<file path="config.mk">
export PLATFORM = sky130hd
export DESIGN_NAME = spi_controller
export DESIGN_NICKNAME = d
export VERILOG_FILES = /design/src/rtl/spi_controller.sv
export SDC_FILE = /design/constraint.sdc
export NUM_CORES = 1
export LEC_CHECK = 0
export BUFFER_PORTS_ARGS = -buffer_cell sky130_fd_sc_hd__buf_2
export CAP_MARGIN = 20
export CORE_MARGIN = 3
export CORE_UTILIZATION = 30
export DETAILED_ROUTE_END_ITERATION = 8
export SLEW_MARGIN = 20
export SYNTH_ARGS = -nofsm -noshare
export SYNTH_HDL_FRONTEND = slang
export SYNTH_SLANG_ARGS = --single-unit
</file>
<file path="constraint.sdc">
create_clock -name clk -period 1.85 [get_ports clk]
set_input_delay 0.555 -clock clk [delete_from_list [all_inputs] [get_ports clk]]
set_output_delay 0.555 -clock clk [all_outputs]
set_load 0.02 [all_outputs]
</file>
<file path="src/rtl/spi_controller.sv">
// SPI mode-0 initiator: serialises one 16-bit {write, addr, data} frame MSB first
// on ncs/sclk/copi and returns the last 8 cipo bits of the frame in rdata.
module spi_controller #(
   parameter int DIV      = 4,
   parameter int CS_SETUP = 4,
   parameter int CS_HOLD  = 4,
   parameter int IDLE_GAP = 4
) (
   input  logic       clk,
   input  logic       rst,
   input  logic       req_valid,
   output logic       req_ready,
   input  logic       req_write,
   input  logic [6:0] req_addr,
   input  logic [7:0] req_data,
   output logic       busy,
   output logic       done,
   output logic [7:0] rdata,
   input  logic       cipo,
   output logic       sclk,
   output logic       copi,
   output logic       ncs
);

   if (DIV < 3) begin : g_bad_div
      $error("spi_controller: DIV must be >= 3");
   end
   if (CS_SETUP < 3) begin : g_bad_setup
      $error("spi_controller: CS_SETUP must be >= 3");
   end
   if (CS_HOLD < 3) begin : g_bad_hold
      $error("spi_controller: CS_HOLD must be >= 3");
   end
   if (IDLE_GAP < 1) begin : g_bad_gap
      $error("spi_controller: IDLE_GAP must be >= 1");
   end

   localparam logic [15:0] DIV_LAST   = 16'(DIV - 1);
   localparam logic [15:0] SETUP_LAST = 16'(CS_SETUP - 1);
   localparam logic [15:0] HOLD_LAST  = 16'(CS_HOLD - 1);
   localparam logic [15:0] GAP_LAST   = 16'(IDLE_GAP - 1);

   typedef enum logic [2:0] {IDLE, SETUP, SHIFT, HOLD, GAP} state_t;

   state_t      state;
   logic [15:0] cnt;
   logic [3:0]  bit_idx;
   logic [14:0] frame;   // bit 15 goes straight to copi on accept, so only 14:0 is kept
   logic [7:0]  rx;

   always_comb begin
      req_ready = 1'b0;
      if (state == IDLE && !rst) req_ready = 1'b1;
   end

   always_ff @(posedge clk) begin
      if (rst) begin
         state   <= IDLE;
         cnt     <= '0;
         bit_idx <= '0;
         frame   <= '0;
         rx      <= '0;
         ncs     <= 1'b1;
         sclk    <= 1'b0;
         copi    <= 1'b0;
         done    <= 1'b0;
         busy    <= 1'b0;
         rdata   <= '0;
      end else begin
         done <= 1'b0;
         case (state)
            IDLE: begin
               if (req_valid) begin
                  frame <= {req_addr, req_data};
                  ncs   <= 1'b0;
                  copi  <= req_write;
                  sclk  <= 1'b0;
                  busy  <= 1'b1;
                  cnt   <= '0;
                  state <= SETUP;
               end
            end
            SETUP: begin
               if (cnt == SETUP_LAST) begin
                  cnt     <= '0;
                  bit_idx <= 4'd15;
                  state   <= SHIFT;
               end else begin
                  cnt <= cnt + 16'd1;
               end
            end
            SHIFT: begin
               // each half-period is DIV cycles; the sclk level tells which half we are in
               if (cnt != DIV_LAST) begin
                  cnt <= cnt + 16'd1;
               end else begin
                  cnt <= '0;
                  if (!sclk) begin
                     sclk <= 1'b1;
                     rx   <= {rx[6:0], cipo};
                  end else begin
                     sclk <= 1'b0;
                     if (bit_idx == 4'd0) begin
                        copi  <= 1'b0;
                        state <= HOLD;
                     end else begin
                        copi    <= frame[bit_idx - 4'd1];
                        bit_idx <= bit_idx - 4'd1;
                     end
                  end
               end
            end
            HOLD: begin
               if (cnt == HOLD_LAST) begin
                  cnt   <= '0;
                  ncs   <= 1'b1;
                  done  <= 1'b1;
                  rdata <= rx;
                  state <= GAP;
               end else begin
                  cnt <= cnt + 16'd1;
               end
            end
            GAP: begin
               if (cnt == GAP_LAST) begin
                  cnt   <= '0;
                  busy  <= 1'b0;
                  state <= IDLE;
               end else begin
                  cnt <= cnt + 16'd1;
               end
            end
            default: state <= IDLE;
         endcase
      end
   end

endmodule

</file>
==> flow_summary.json <==
{
  "synthMuxAreaShare_pct": 9.71,
  "total_power_mw": 2.46,
  "synth-edff-count": 0,
  "synthArstFlopShare_pct": 0,
  "ant_nets": 0,
  "max_freq_ghz": 0.538,
  "crit_path_start_kind": "register",
  "synth_most_common_cell": "dfxtp_1",
  "synthXorXnorAreaFrac_pct": 5.28,
  "r2r_slack_ns": 0.06,
  "numPortBuffers": 33,
  "rsz0062_at_grt": "true",
  "tightest_slew_ns": 0.349,
  "cts_tree": "built",
  "fin_nets": 387,
  "routabilityCongestion": 0.743,
  "crit_arrival_ns": 1.30,
  "cap_violations": 0,
  "power_density_nw_per_um2": 730,
  "path_clk_slew_ns": 0.06,
  "detail_route.drc_violations": 0,
  "yosysUniqueCellTypes": 45,
  "synth-seq-cells": 59,
  "cp-end-kind": "output pin",
  "synth_top_family_by_area": "simple AND/OR/NAND/NOR gates",
  "syn_inst": 305,
  "routed_wl_um": 5980,
  "row_count": 33,
  "dieWidth_um": 100,
  "h-tree-depth": 3,
  "reg2reg_depth": 5,
  "period_needed_ns": 1.86,
  "clock_latency_ns": 0.34,
  "hp-start": "req_addr[6]",
  "timing.rr.end": "rx[2]$_SDFFE_PP0P_",
  "synth_largest_area_cell": "dfxtp_1",
  "cts_buffers": 9,
  "critical_path_class": "reg -> out",
  "path_max_fanout": 2,
  "root_buffer": "clkbuf_8",
  "violations": "setup timing",
  "syn-cell-area_um2": 2660,
  "initial_core_util_pct": 31.5,
  "io_pins": 34,
  "syn2layout_area_growth_pct": 26.7,
  "synth_common_cells": "dfxtp_1, nand2_1, nor2_1, a21oi_1, mux2i_1",
  "die_y_um": 100,
  "drive_gt1_share_pct": 28.5,
  "drt_iter0_drc": 60,
  "cts_buffer_depth": 2,
  "overflow": 0,
  "yosysWarnings": 0,
  "skew_ns": 0.00890,
  "synth_compound_area_share_pct": 8.95,
  "min_path_cells": 3,
  "worstHoldPathType": "in -> reg",
  "antennaDiodeCount": 0,
  "synthFlopType": "dfxtp_1",
  "min_to": "frame[14]$_SDFFE_PP0P_",
  "finalWorstSetupSlack_ns": -0.00886,
  "synth_area_per_cell_um2": 8.71,
  "grt_start_max_net_pins": 29,
  "dp_slack_ns": 0.000218,
  "first_global_vias": 2101,
  "period_share_pct": 100,
  "worstPathRequired_ns": 1.29,
  "detail_route.first_pass.iterations": 4,
  "synthTopCellsByArea": "dfxtp_1, mux2i_1, nand2_1",
  "hold_violations": 0,
  "synth_seq_area_share_pct": 44.5,
  "antenna_found_initial": 0,
  "cts_hold_buf": 0,
  "vias": 2211,
  "routedWlPerCell_um": 12.6,
  "yosys.area_share.simple_pct": 26.9,
  "die-area_um2": 10000,
  "numClockSinks": 59,
  "core_um2": 8420,
  "status": "complete, but fails checks",
  "setup_violations": 1,
  "r2r-start": "cnt[2]$_SDFFE_PP0P_",
  "hpwl_um": 4180,
  "irDropWorstVdd_mv": 0.285,
  "slew_violations": 0,
  "yosysTopAreaCellShare_pct": 44.5,
  "synth_fa_ha_area_share_pct": 0.943,
  "synthesis.nets": 327,
  "leakagePower_nw": 1.39,
  "grt_usage_pct": 12.6,
  "slew_headroom_pct": 76.5,
  "vias_per_cell": 4.67,
  "grt_pass1_wl_um": 9870
}
[logic make-up (layout without fill, tap and decap cells)]
logic type      count (synthesis)  in the layout
compound gates                 41             41
xor+xnor                       16             16
fa+ha+maj                       2              2
buf+inv                        21             84
flops                          59             59
mux                            22             22
simple gates                  144            144
[metal layers]
metal  track usage (%)  routed length (um)  vias to the layer above
li1                  -                   -                     1163
met1              15.6                2830                     1010
met2              20.3                2830                       32
met3              4.45                 263                        6
met4              4.35                  60                        0
met5                 0                   0                        -
[area by class of cell]
class / count / area, um^2
Sequential cell: 59 / 1190
Timing Repair Buffer: 66 / 423
Fill cell: 908 / 5060
Clock buffer: 11 / 131
Clock inverter: 3 / 17.5
Tap cell: 105 / 131
Multi-Input combinational cell: 225 / 1450
Inverter: 4 / 15.0
[per-stage QoR]
| step | area, um^2 | cells | hold slack (ns) | TNS (ns) | util (%) |
|---|---|---|---|---|---|
| finish | 3360 | 473 | 0.446 | -0.00886 | 39.9 |
| global route | 3360 | 473 | 0.443 | -0.586 | 39.9 |
| CTS | 3320 | 474 | 0.431 | -0.0710 | 39.4 |
| detailed placement | 3100 | 457 | 0.447 | 0 | 36.8 |
| global placement | 3100 | 457 | 0.439 | 0 | 36.8 |
| floorplan | 2660 | 305 | 0.433 | 0 | - |
[flip-flops by register name, summed over array words and instances, names as in the netlist]
register  count
cnt          16
busy          1
rx            8
state         3
copi          1
frame        15
rdata         8
sclk          1
done          1
ncs           1
bit_idx       4
[worst max path at each step]
stage	from	to	depth (start not counted)
after global placement	req_valid	cnt[1]$_SDFFE_PP0P_	7
after floorplan	rst	req_ready	3
after CTS	state[0]$_SDFFE_PP0P_	req_ready	3
after detailed placement	cnt[1]$_SDFFE_PP0P_	rx[0]$_SDFFE_PP0P_	7
final	state[0]$_SDFFE_PP0P_	req_ready	3
after global routing	state[0]$_SDFFE_PP0P_	req_ready	3
[critical path, stage by stage (launching register included)]
cell,delay (ns)
dfxtp_4,0.34
or3_4,0.40
nor2_4,0.11
buf_6,0.12
[report_power, final]
group	switching [mW]	internal, mW	leakage, nW
Clock	0.467	0.466	0.0750
Combinational	0.115	0.0955	0.830
Sequential	0.0156	1.30	0.482
Total	0.598	1.86	1.39
[cells in the final DEF (no fill, tap or decap), types with 3 or more instances in the layout]
cell type  count
dfxtp_1       54
nand2_1       48
nor2_1        42
buf_2         32
buf_4         32
a21oi_1       26
mux2i_1       19
xnor2_1       10
clkbuf_8       9
nand4_1        6
nand3_1        6
xor2_1         6
nor3_1         5
nand2b_1       5
inv_1          4
and2_1         4
nor4_2         3
and4_1         3
mux4_2         3
dfxtp_4        3
[timing repair]
item | CTS | global route
endpoints found under the setup margin | 12 | 23
gates resized for setup | 16 | 13
pin swaps | 4 | 9
setup buffers | 3 | 0
(Power assumes the default switching activity.)
